`src/rtl/riscv_pkg.sv`:
```
// Shared RV64I+Zba decode definitions.
// Provides the immediate classes, the major-opcode constants, the decoded-entry
// record handed from decode to EX, and two small opcode classification helpers.
package riscv_pkg;

  localparam int DEC_XLEN = 64;

  typedef enum logic [2:0] {
    IMM_NONE = 3'd0,
    IMM_I    = 3'd1,
    IMM_S    = 3'd2,
    IMM_B    = 3'd3,
    IMM_U    = 3'd4,
    IMM_J    = 3'd5
  } imm_type_t;

  localparam logic [6:0] OPC_LOAD      = 7'b0000011;
  localparam logic [6:0] OPC_MISC_MEM  = 7'b0001111;
  localparam logic [6:0] OPC_OP_IMM    = 7'b0010011;
  localparam logic [6:0] OPC_AUIPC     = 7'b0010111;
  localparam logic [6:0] OPC_OP_IMM_32 = 7'b0011011;
  localparam logic [6:0] OPC_STORE     = 7'b0100011;
  localparam logic [6:0] OPC_OP        = 7'b0110011;
  localparam logic [6:0] OPC_LUI       = 7'b0110111;
  localparam logic [6:0] OPC_OP_32     = 7'b0111011;
  localparam logic [6:0] OPC_BRANCH    = 7'b1100011;
  localparam logic [6:0] OPC_JALR      = 7'b1100111;
  localparam logic [6:0] OPC_JAL       = 7'b1101111;
  localparam logic [6:0] OPC_SYSTEM    = 7'b1110011;

  typedef struct packed {
    logic [DEC_XLEN-1:0] pc;
    logic [DEC_XLEN-1:0] imm;
    imm_type_t           imm_type;
    logic [6:0]          opcode;
    logic [2:0]          funct3;
    logic [6:0]          funct7;
    logic [4:0]          rs1;
    logic [4:0]          rs2;
    logic [4:0]          rd;
    logic                illegal;
  } dec_entry_t;

  // Immediate class for each major opcode; unsupported opcodes carry no immediate.
  function automatic imm_type_t imm_type_of(input logic [6:0] opcode);
    case (opcode)
      OPC_LOAD, OPC_OP_IMM, OPC_OP_IMM_32, OPC_JALR: return IMM_I;
      OPC_STORE:                                     return IMM_S;
      OPC_BRANCH:                                    return IMM_B;
      OPC_LUI, OPC_AUIPC:                            return IMM_U;
      OPC_JAL:                                       return IMM_J;
      default:                                       return IMM_NONE;
    endcase
  endfunction

  // Zba shares the OP/OP_32 major opcodes, so it needs no extra entry here.
  function automatic logic opcode_legal(input logic [6:0] opcode);
    case (opcode)
      OPC_LOAD, OPC_MISC_MEM, OPC_OP_IMM, OPC_AUIPC, OPC_OP_IMM_32,
      OPC_STORE, OPC_OP, OPC_LUI, OPC_OP_32, OPC_BRANCH, OPC_JALR,
      OPC_JAL, OPC_SYSTEM: return 1'b1;
      default:             return 1'b0;
    endcase
  endfunction

endpackage

```
`src/rtl/decode_skid_buf.sv`:
```
// Two-entry FIFO skid buffer between decode and EX.
// Ports:
//   clk, rst   clock and asynchronous active-high reset
//   flush      empties the buffer on the next edge; beats push and pop
//   push       write request, honoured only while ready
//   push_data  entry to write
//   pop        read request, honoured only while an entry is held
//   head       oldest entry
//   count      number of held entries, 0..2
//   ready      registered "not full"
module decode_skid_buf #(
  parameter type entry_t = logic [7:0]
) (
  input  logic       clk,
  input  logic       rst,
  input  logic       flush,
  input  logic       push,
  input  entry_t     push_data,
  input  logic       pop,
  output entry_t     head,
  output logic [1:0] count,
  output logic       ready
);

  entry_t     mem [2];
  logic       wr_ptr;
  logic       rd_ptr;
  logic       push_ok;
  logic       pop_ok;
  logic [1:0] count_next;

  assign push_ok = push && ready && !flush;
  assign pop_ok  = pop && (count != 2'd0) && !flush;
  assign head    = mem[rd_ptr];

  // Occupancy after this edge. A simultaneous push and pop leaves it unchanged.
  always_comb begin
    count_next = count;
    if (flush) begin
      count_next = 2'd0;
    end else if (push_ok && !pop_ok) begin
      count_next = count + 2'd1;
    end else if (pop_ok && !push_ok) begin
      count_next = count - 2'd1;
    end
  end

  // Storage and pointers. A flush moves the write pointer onto the read
  // pointer rather than clearing both. That keeps the head entry, and so
  // the visible ex_* data, unchanged. ready comes from count_next so that it
  // is a plain flop output.
  always_ff @(posedge clk or posedge rst) begin
    if (rst) begin
      mem[0] <= '0;
      mem[1] <= '0;
      wr_ptr <= 1'b0;
      rd_ptr <= 1'b0;
      count  <= 2'd0;
      ready  <= 1'b1;
    end else begin
      count <= count_next;
      ready <= (count_next != 2'd2);
      if (flush) begin
        wr_ptr <= rd_ptr;
      end else begin
        if (push_ok) begin
          mem[wr_ptr] <= push_data;
          wr_ptr      <= ~wr_ptr;
        end
        if (pop_ok) begin
          rd_ptr <= ~rd_ptr;
        end
      end
    end
  end

endmodule

```
`src/rtl/immediate_gen.sv`:
```
// Immediate generator: assembles the sign-extended 64-bit immediate for the
// selected immediate class.
// Ports:
//   instr    in  [31:7]  instruction bits above the opcode field
//   imm_type in          immediate class chosen by the opcode decoder
//   imm      out [63:0]  sign-extended immediate, zero for IMM_NONE
module immediate_gen
  import riscv_pkg::*;
(
  input  logic [31:7]         instr,
  input  imm_type_t           imm_type,
  output logic [DEC_XLEN-1:0] imm
);

  // Every format takes its sign from instr[31]; B and J immediates are
  // half-word aligned, so their bit 0 is always zero.
  always_comb begin
    imm = '0;
    case (imm_type)
      IMM_I: imm = {{52{instr[31]}}, instr[31:20]};
      IMM_S: imm = {{52{instr[31]}}, instr[31:25], instr[11:7]};
      IMM_B: imm = {{51{instr[31]}}, instr[31], instr[7], instr[30:25], instr[11:8], 1'b0};
      IMM_U: imm = {{32{instr[31]}}, instr[31:12], 12'h000};
      IMM_J: imm = {{43{instr[31]}}, instr[31], instr[19:12], instr[20], instr[30:21], 1'b0};
      default: imm = '0;
    endcase
  end

endmodule

```
`src/rtl/decode_ctrl.sv`:
```
// Decode-stage controller for the RV64I+Zba core.
// It decodes the fetched instruction combinationally and buffers the result
// in a 2-entry skid buffer toward EX. It also handles load-use stall, flush
// and illegal-opcode flagging.
// Ports:
//   clk, rst                       clock, asynchronous active-high reset
//   if_valid/if_ready              fetch handshake; if_ready is registered
//   if_instr, if_pc                fetched instruction word and its address
//   flush                          drop buffered and incoming instructions
//   ex_load_valid, ex_load_rd      outstanding load in EX and its destination
//   ex_valid/ex_ready              EX handshake for the head entry
//   ex_pc, ex_imm, ex_imm_type     head address, immediate and immediate class
//   ex_opcode, ex_funct3, ex_funct7 raw instruction fields of the head
//   ex_rs1, ex_rs2, ex_rd          register fields, zero where the format lacks them
//   ex_illegal                     head opcode is outside the supported set
// Only XLEN = 64 is supported; the decoded-entry record is fixed at 64 bits.
module decode_ctrl
  import riscv_pkg::*;
#(
  parameter int XLEN = 64
) (
  input  logic            clk,
  input  logic            rst,
  input  logic            if_valid,
  output logic            if_ready,
  input  logic [31:0]     if_instr,
  input  logic [XLEN-1:0] if_pc,
  input  logic            flush,
  input  logic            ex_load_valid,
  input  logic [4:0]      ex_load_rd,
  output logic            ex_valid,
  input  logic            ex_ready,
  output logic [XLEN-1:0] ex_pc,
  output logic [XLEN-1:0] ex_imm,
  output imm_type_t       ex_imm_type,
  output logic [6:0]      ex_opcode,
  output logic [2:0]      ex_funct3,
  output logic [6:0]      ex_funct7,
  output logic [4:0]      ex_rs1,
  output logic [4:0]      ex_rs2,
  output logic [4:0]      ex_rd,
  output logic            ex_illegal
);

  logic [6:0]          opcode;
  imm_type_t           dec_imm_type;
  logic                dec_legal;
  logic                has_rs1;
  logic                has_rs2;
  logic                has_rd;
  logic [DEC_XLEN-1:0] dec_imm;
  dec_entry_t          dec_entry;
  dec_entry_t          head;
  logic [1:0]          count;
  logic                stall;
  logic                pop;

  assign opcode = if_instr[6:0];

  // Register-field presence per format. An illegal opcode keeps no register
  // fields at all, so it can never create a false load-use stall.
  always_comb begin
    dec_imm_type = imm_type_of(opcode);
    dec_legal    = opcode_legal(opcode);
    has_rs1      = 1'b0;
    has_rs2      = 1'b0;
    has_rd       = 1'b0;
    if (dec_legal) begin
      has_rs1 = 1'b1;
      has_rd  = 1'b1;
      case (opcode)
        OPC_OP, OPC_OP_32: has_rs2 = 1'b1;
        OPC_STORE, OPC_BRANCH: begin
          has_rs2 = 1'b1;
          has_rd  = 1'b0;
        end
        OPC_LUI, OPC_AUIPC, OPC_JAL: has_rs1 = 1'b0;
        default: has_rs1 = 1'b1;
      endcase
    end
  end

  immediate_gen u_immediate_gen (
    .instr    (if_instr[31:7]),
    .imm_type (dec_imm_type),
    .imm      (dec_imm)
  );

  // Assemble the entry written on accept. An illegal opcode already maps to
  // IMM_NONE, so its immediate is zero without extra masking.
  always_comb begin
    dec_entry          = '0;
    dec_entry.pc       = if_pc;
    dec_entry.imm      = dec_imm;
    dec_entry.imm_type = dec_imm_type;
    dec_entry.opcode   = opcode;
    dec_entry.funct3   = if_instr[14:12];
    dec_entry.funct7   = if_instr[31:25];
    dec_entry.rs1      = has_rs1 ? if_instr[19:15] : 5'd0;
    dec_entry.rs2      = has_rs2 ? if_instr[24:20] : 5'd0;
    dec_entry.rd       = has_rd  ? if_instr[11:7]  : 5'd0;
    dec_entry.illegal  = !dec_legal;
  end

  decode_skid_buf #(
    .entry_t (dec_entry_t)
  ) u_skid_buf (
    .clk       (clk),
    .rst       (rst),
    .flush     (flush),
    .push      (if_valid),
    .push_data (dec_entry),
    .pop       (pop),
    .head      (head),
    .count     (count),
    .ready     (if_ready)
  );

  // Load-use hazard on the head entry. x0 never stalls, and the masked
  // register fields are compared, so unused encoding bits cannot stall.
  assign stall    = ex_load_valid && (ex_load_rd != 5'd0) &&
                    ((ex_load_rd == head.rs1) || (ex_load_rd == head.rs2));
  assign ex_valid = (count != 2'd0) && !stall;
  assign pop      = ex_valid && ex_ready;

  assign ex_pc       = head.pc;
  assign ex_imm      = head.imm;
  assign ex_imm_type = head.imm_type;
  assign ex_opcode   = head.opcode;
  assign ex_funct3   = head.funct3;
  assign ex_funct7   = head.funct7;
  assign ex_rs1      = head.rs1;
  assign ex_rs2      = head.rs2;
  assign ex_rd       = head.rd;
  assign ex_illegal  = head.illegal;

endmodule

```
`config.mk`:
```
export PLATFORM = sky130hd
export DESIGN_NAME = decode_ctrl
export DESIGN_NICKNAME = d
export VERILOG_FILES = /design/src/rtl/riscv_pkg.sv /design/src/rtl/decode_skid_buf.sv /design/src/rtl/immediate_gen.sv /design/src/rtl/decode_ctrl.sv
export SDC_FILE = /design/constraint.sdc
export NUM_CORES = 1
export LEC_CHECK = 0
export ABC_CLOCK_PERIOD_IN_PS = 20200
export CORE_ASPECT_RATIO = 0.6
export CORE_MARGIN = 4
export CORE_UTILIZATION = 50
export CTS_CLUSTER_SIZE = 12
export DETAILED_ROUTE_END_ITERATION = 6
export PLACE_DENSITY = 0.8
export SLEW_MARGIN = 10
export SYNTH_ARGS = -nofsm -noshare
export SYNTH_HDL_FRONTEND = slang
export SYNTH_SLANG_ARGS = --single-unit
```
`constraint.sdc`:
```
create_clock -name clk -period 20.2 [get_ports clk]
set_clock_uncertainty 0.15 [all_clocks]
set_input_delay 5.05 -clock clk [delete_from_list [all_inputs] [get_ports clk]]
set_output_delay 5.05 -clock clk [all_outputs]
set_load 0.02 [all_outputs]
```
==> impl_results.md, run 1 <==
* Gr usage total at roughly a quarter
* Critical path peak fanout at 4
* Crit-path cells: clkdlybuf4s50_1 > or4_4 > o21ai_2 > nor3_1 > a41oi_2 > and2_2 > clkdlybuf4s50_1
* Synth-to-layout area growth at 27.5%
* Gate Count Post-Synth at 1,369
* Util after Layout at 65.3%
* Starting Density at 51.2%
* Dpl ws at 7.64 ns
* Share of layout cells above drive strength 1 at a little under an eighth
* RSZ-0062 raised after global routing: false
* Post-synth EDFFs at 0
* Clk Latency, worst-skew pair at 0.51 ns
* Int Pwr at between 0.0015 and 0.002 W
* Postcts setup bufs at 0
* Detailed Route Iter0 Violations at 843
* Max Fclk at 0.0796 GHz
* First-pass GRT wire length at 54,200 microns
* ANT cells at 0
* NetSw at approximately 0.00088 W
* Setup TNS at 0 ns
* Post-layout min period at 12.56 ns
* Seq/Total Area, Yosys at a little over half
* Async set-or-reset flop fraction in the synthesized netlist at 100%
* CP Capture Type: primary output
* Worst path max stage delay at 0.60 ns
* Area leader, netlist: dfrtp_1
* Syn Std Cell Area at 12,500 sq um
* Launch point of the critical path: ex_load_rd[1]
* Reg2Reg Depth at 6
* Die W at 212 microns
* Grt total ovfl at 0
* Leakage power of the design at 7.47 nW
* Nets at 1,671
* Cts bufs inserted at 27
* Synth Area in XOR/XNOR at 0.912%
* Routed Antenna Nets at 0
* Yosys reg bits at between 200 and 300
* Synthesized area per cell at 9.12 sq um
* Final Hold Viols at 0
* Sink Count at 269
* WL per Instance at between 15 and 20 microns
* CTS clk-pin slew, worst paths at 0.06 ns
* Reg-to-reg startpoint: u_skid_buf.rd_ptr
* Post-Syn Nets at 1,477
* Critical path data required time at around 15 ns
* Hold Path Class: reg2reg
* R2r setup slk at 16.43 ns
* Clock power share at between 10% and 20%
* Synth unique cells at 48
* Leading post-synthesis cells by cell area: dfrtp_1 (54%), nand2_1 (18%), mux2_2 (11%)
* Final worst slack at roughly 7.6 ns
* Initial antenna violation count at 1
* Worst-margin pin slew at 1.09 ns
* Slew headroom at 27.1%
* Status: completed
* Final setup fails at 0
* Post-route DRC at 0
* # hold bufs at CTS at 0
* Vias at 10,200
* YS warnings at 0
* Slew Viols, Final at 0
* Longest Clk Path Bufs at 3
* Post-Synth Simple-Gate Area at 21.2%
* Critical Path Start Type: primary input
* Most used cell, CP: clkdlybuf4s50_1
* Post-cts sizing count at 0
* Crit path max-delay cell type: clkdlybuf4s50_1
* # H-tree levels at 1
* Largest family of logic cells by synthesized area: simple AND/OR/NAND/NOR gates
* Adder-cell share of the synthesized area at 0.100%
* Setup CP Type: in2out
* Standard-cell rows at 44
* # IOs at 273
* Root Driver: clkbuf_16
* Switching Fraction at 36.9%
* Die height at about 130 microns
* CTS tree: built
* Vias in the first global route at 9,853
* Drt via density at approximately 5.3
* Largest net degree at the start of global routing at approximately 120
* Comb pwr share at 44.2%
* Routability cong. at 0.845
* Max cap viols at 0
* Fillers at 1,951
* Post-synthesis mux area share at between 10% and 20%
* Router iterations before antenna repair at 5
* Core area at around 24,000 sq um
* Post-synthesis compound-gate area fraction at slightly below 7%
* Worst Path Arrival at 7.36 ns
* PD cells at 150 nW/um^2
* Post-DP HPWL at 23,100 microns
* Die Footprint at 27,700 sq um
* Crit path capture: ex_valid
* Yosys top cell area share at 53.7%
* Ys flop type: dfrtp_1
* Port buffer count at approximately 270
* Ratio of final minimum period to clock period at 62.2%
* Sequential share of power at 36.4%
* Worst reg2reg endpoint: u_skid_buf.count[1]
* Final wirelength at 34,500 microns
* Worst VDD drop at roughly 0.11 mV
[placed cells by master, fill, tap and decap left out, types with 5 or more instances in the layout]
cell | netlist | final
nor3_1 | 7 | 6
o21ai_0 | 83 | 83
clkbuf_8 | 0 | 5
clkbuf_16 | 0 | 27
mux2i_1 | 8 | 8
nor2_1 | 31 | 31
clkdlybuf4s50_1 | 0 | 272
o311ai_0 | 5 | 5
dfrtp_1 | 268 | 267
nand3_1 | 10 | 10
a21oi_1 | 46 | 46
inv_1 | 12 | 11
xor2_1 | 9 | 9
clkbuf_1 | 69 | 13
nand2_1 | 597 | 596
mux2_2 | 125 | 125
buf_4 | 32 | 9
[Yosys cell counts (all sizes together), types with 2 or more instances]
cell / count
nor4: 3
nand2b: 2
nand2: 597
clkbuf: 69
a21oi: 46
and2: 4
a211oi: 3
nor3: 7
a31o: 2
o311ai: 5
nand3: 10
nand4: 3
buf: 47
nor2: 31
o21a: 2
mux2: 126
xnor2: 4
xor2: 9
o21ai: 86
nor3b: 5
dfrtp: 268
inv: 12
or4: 2
mux2i: 8
o22a: 2
nor2b: 3
[per-layer routing]
layer / global-route usage [%] / part of all wire (%)
met1: 36.3 / 45
met2: 37.3 / 45
met3: 6.47 / 8.9
met4: 3.66 / 1.4
met5: 0 / 0.041
[worst max-delay path: cells and delay by family]
kind	cells	cell delay (ns)
simple gates	3	0.85
compound gates	2	0.38
buf+inv	2	1.08
[power groups by stage]
stage	Combinational, W	Sequential (W)	Clock (W)
finish	0.00105	0.000866	0.000463
CTS	0.00106	0.000864	0.000471
global route	0.00114	0.000890	0.000498
floorplan	0.000661	0.000812	0
global placement	0.00103	0.000857	0
detailed placement	0.00105	0.000870	0
[layout make-up]
cell class                      instances  area (sq um)  share of cell area, %
Sequential cell                       269          6740                   42.3
Multi-Input combinational cell        972          5140                   32.3
Timing Repair Buffer                  281          2790                   17.5
Clock buffer                           45           793                   4.98
Tap cell                              322           403                   2.53
Inverter                               12          52.6                  0.330
Clock inverter                          1          5.00                 0.0314
[state kept, by name, indices dropped and copies added (netlist names)]
name	count
u_skid_buf.mem	264
u_skid_buf.count	2
u_skid_buf.rd_ptr	1
u_skid_buf.ready	1
u_skid_buf.wr_ptr	1
[kinds of logic (layout without fill, tap and decap cells)]
group,after synthesis,in the layout
mux,134,134
fa+ha+maj,1,1
xor+xnor,13,13
buf+inv,128,339
flops,269,269
compound gates,153,153
simple gates,671,671
[how the worst min path moves through the flow]
stage	startpoint	end	slack (ns)	depth (start not counted)
floorplan	u_skid_buf.mem[100]	u_skid_buf.mem[100]	0.29	2
global placement	u_skid_buf.mem[110]	u_skid_buf.mem[110]	0.30	2
detailed placement	u_skid_buf.mem[133]	u_skid_buf.mem[133]	0.31	2
CTS	u_skid_buf.mem[140]	u_skid_buf.mem[140]	0.32	2
global route	u_skid_buf.mem[140]	u_skid_buf.mem[140]	0.34	2
finish	u_skid_buf.mem[264]	u_skid_buf.mem[264]	0.32	2
[stage by stage]
step / hold slack (ns) / power (W) / area, sq um / std cells
2_1_floorplan: 0.290 / 0.00147 / 12500 / 1369
3_3_place_gp: 0.301 / 0.00189 / 15100 / 1856
3_5_place_dp: 0.307 / 0.00192 / 15100 / 1856
4_1_cts: 0.324 / 0.00239 / 15900 / 1902
5_1_grt: 0.341 / 0.00252 / 15900 / 1902
6_report: 0.320 / 0.00238 / 15900 / 1902
Power figures use the tool's default switching activity.
==> inputs of run 2 (changes only) <==
--- a/config.mk
+++ b/config.mk
@@ -5,7 +5,7 @@
 export SDC_FILE = /design/constraint.sdc
 export NUM_CORES = 1
 export LEC_CHECK = 0
-export ABC_CLOCK_PERIOD_IN_PS = 20200
+export ABC_CLOCK_PERIOD_IN_PS = 12500
 export CORE_ASPECT_RATIO = 0.6
 export CORE_MARGIN = 4
 export CORE_UTILIZATION = 50
==> constraint.sdc (replaced) <==
create_clock -name clk -period 12.5 [get_ports clk]
set_clock_uncertainty 0.15 [all_clocks]
set_input_delay 3.125 -clock clk [delete_from_list [all_inputs] [get_ports clk]]
set_output_delay 3.125 -clock clk [all_outputs]
set_load 0.02 [all_outputs]
==> run 2 against run 1 <==
Hold slack improved by 0.00051 ns. Sequential cell count unchanged. Clock-buffer cell count decreased by 4. Highest routed layer is now met4.
==> impl_results.md, run 2 (same netlist as run 1, synthesis figures left out) <==
* Worst path max stage delay at 0.59 ns
* Final setup fails at 0
* # IOs at about 270
* Most used cell, CP: clkdlybuf4s50_1
* Clk Latency, worst-skew pair at 0.52 ns
* R2r setup slk at 9.06 ns
* Root Driver: clkbuf_16
* Standard-cell rows at 44
* Status: completed
* Largest registers: u_skid_buf.mem (264), u_skid_buf.count (2)
* Leakage power of the design at 7.46 nW
* Gr usage total at 24.6%
* Largest Register: u_skid_buf.mem
* Number of flip-flops in the largest register at 264
* Setup TNS at 0 ns
* Slew Viols, Final at 0
* Max cap viols at 0
* # hold bufs at CTS at 0
* Core area at 24,400 sq um
* # H-tree levels at 1
* Die height at 130 microns
* Longest Clk Path Bufs at 3
* Commonest non-fill, non-tap cell in the layout: nand2_1
* Routed Antenna Nets at 0
* Crit-path cells: clkdlybuf4s50_1 > or4_4 > o21ai_2 > nor3_1 > a41oi_2 > and2_2 > clkdlybuf4s50_1
* Cts bufs inserted at 26
* First-pass GRT wire length at 54,400 microns
* RSZ-0062 raised after global routing: false
* Initial antenna violation count at 0
* Worst-margin pin slew at 1.17 ns
* Critical Path Start Type: primary input
* Vias in the first global route at 9,924
* Grt total ovfl at 0
* Hold Path Class: reg2reg
* Die Footprint at ~28,000 sq um
* Reg-to-reg startpoint: u_skid_buf.rd_ptr
* Hold slack at 0.321 ns
* Pwr Total at 0.00382 W
* Routability cong. at 0.840
* Postcts setup bufs at 0
* Post-layout min period at 8.73 ns
* CTS clk-pin slew, worst paths at 0.06 ns
* Max Fclk at 0.115 GHz
* Final worst slack at about 3.8 ns
* Hold Crit Start: u_skid_buf.mem[119]
* Post-route DRC at 0
* CTS tree: built
* Crit path max-delay cell type: clkdlybuf4s50_1
* PD cells at 240 nW/um^2
* Setup CP Type: in2out
* Post-cts sizing count at 0
* Router iterations before antenna repair at 5
* Largest net degree at the start of global routing at 113
* ANT cells at 0
* Slew headroom at 21.7%
* Nets at 1,673
* Port buffer count at 272
* Critical path peak fanout at 4
* Dpl ws at 3.79 ns
* Vias at about 10,000
* Synth-to-layout area growth at 27.3%
* Final Hold Viols at 0
* Commonest non-fill, non-tap cells in the layout: nand2_1 (596), clkdlybuf4s50_1 (272), dfrtp_1 (267), mux2_2 (125), o21ai_0 (83)
* Starting Density at between 50% and 60%
* WL per Instance at around 18 microns
* Worst VDD drop at 0.151 mV
* Critical path data required time at 9.22 ns
* Ratio of final minimum period to clock period at 69.8%
* Launch point of the critical path: ex_load_rd[1]
* Worst Path Arrival at approximately 5.5 ns
* Post-DP HPWL at 23,300 microns
* Share of layout cells above drive strength 1 at 11.7%
* Detailed Route Iter0 Violations at 811
* Drt via density at 5.37
* Final wirelength at between 30,000 and 40,000 microns
* Die W at 212 microns
* Sink Count at 269
* CP Capture Type: primary output
-- run 2: cell types whose count changed in the layout (fill, tap and decap cells not counted), sizes merged --
cell    previous run  this run
clkbuf            45        41
clkinv             1         0
buf                9        12
-- run 2: per-layer routing --
| metal | GRT usage (%) | up-vias | wire, microns |
|---|---|---|---|
| met1 | 36.9 | 4947 | 15800 |
| met5 | 0 | - | 0 |
| met2 | 37.1 | 430 | 15400 |
| met3 | 6.04 | 47 | 3230 |
| li1 | - | 4784 | - |
| met4 | 4.50 | 0 | 613 |
-- run 2: cell type report --
class / count / area [sq um]
clock buffer: 41 / 748
fill: 1931 / 8490
inverter: 12 / 52.6
multi-input combinational: 972 / 5140
sequential: 269 / 6740
tap: 322 / 403
timing repair buffer: 284 / 2810
-- run 2: critical path: cells and delay by family --
family,cells,cell delay (ns)
buf+inv,2,1.07
compound gates,2,0.40
simple gates,3,0.86
-- run 2: power breakdown --
part	total, W	leakage [nW]	switching (W)	internal (W)
Sequential	0.00138	3.44	0.000190	0.00119
Combinational	0.00172	3.66	0.000902	0.000815
Clock	0.000725	0.361	0.000320	0.000405
Total	0.00382	7.46	0.00141	0.00241
-- run 2: final timing paths --
path | cells after the start | end
max in group asynchronous | 3 | u_skid_buf.rd_ptr
worst max-delay path | 7 | ex_valid
worst min register to register | 2 | u_skid_buf.mem[119]
worst max register to register | 7 | u_skid_buf.count[1]
worst min-delay path | 2 | u_skid_buf.mem[119]
min in group asynchronous | 2 | u_skid_buf.mem[193]
-- run 2: through the flow --
step           cell area [sq um]  util, %  cells
2_1_floorplan              12500        -   1369
3_3_place_gp               15100     62.1   1859
3_5_place_dp               15100     62.1   1859
4_1_cts                    15900     65.2   1900
5_1_grt                    15900     65.2   1900
6_report                   15900     65.2   1900
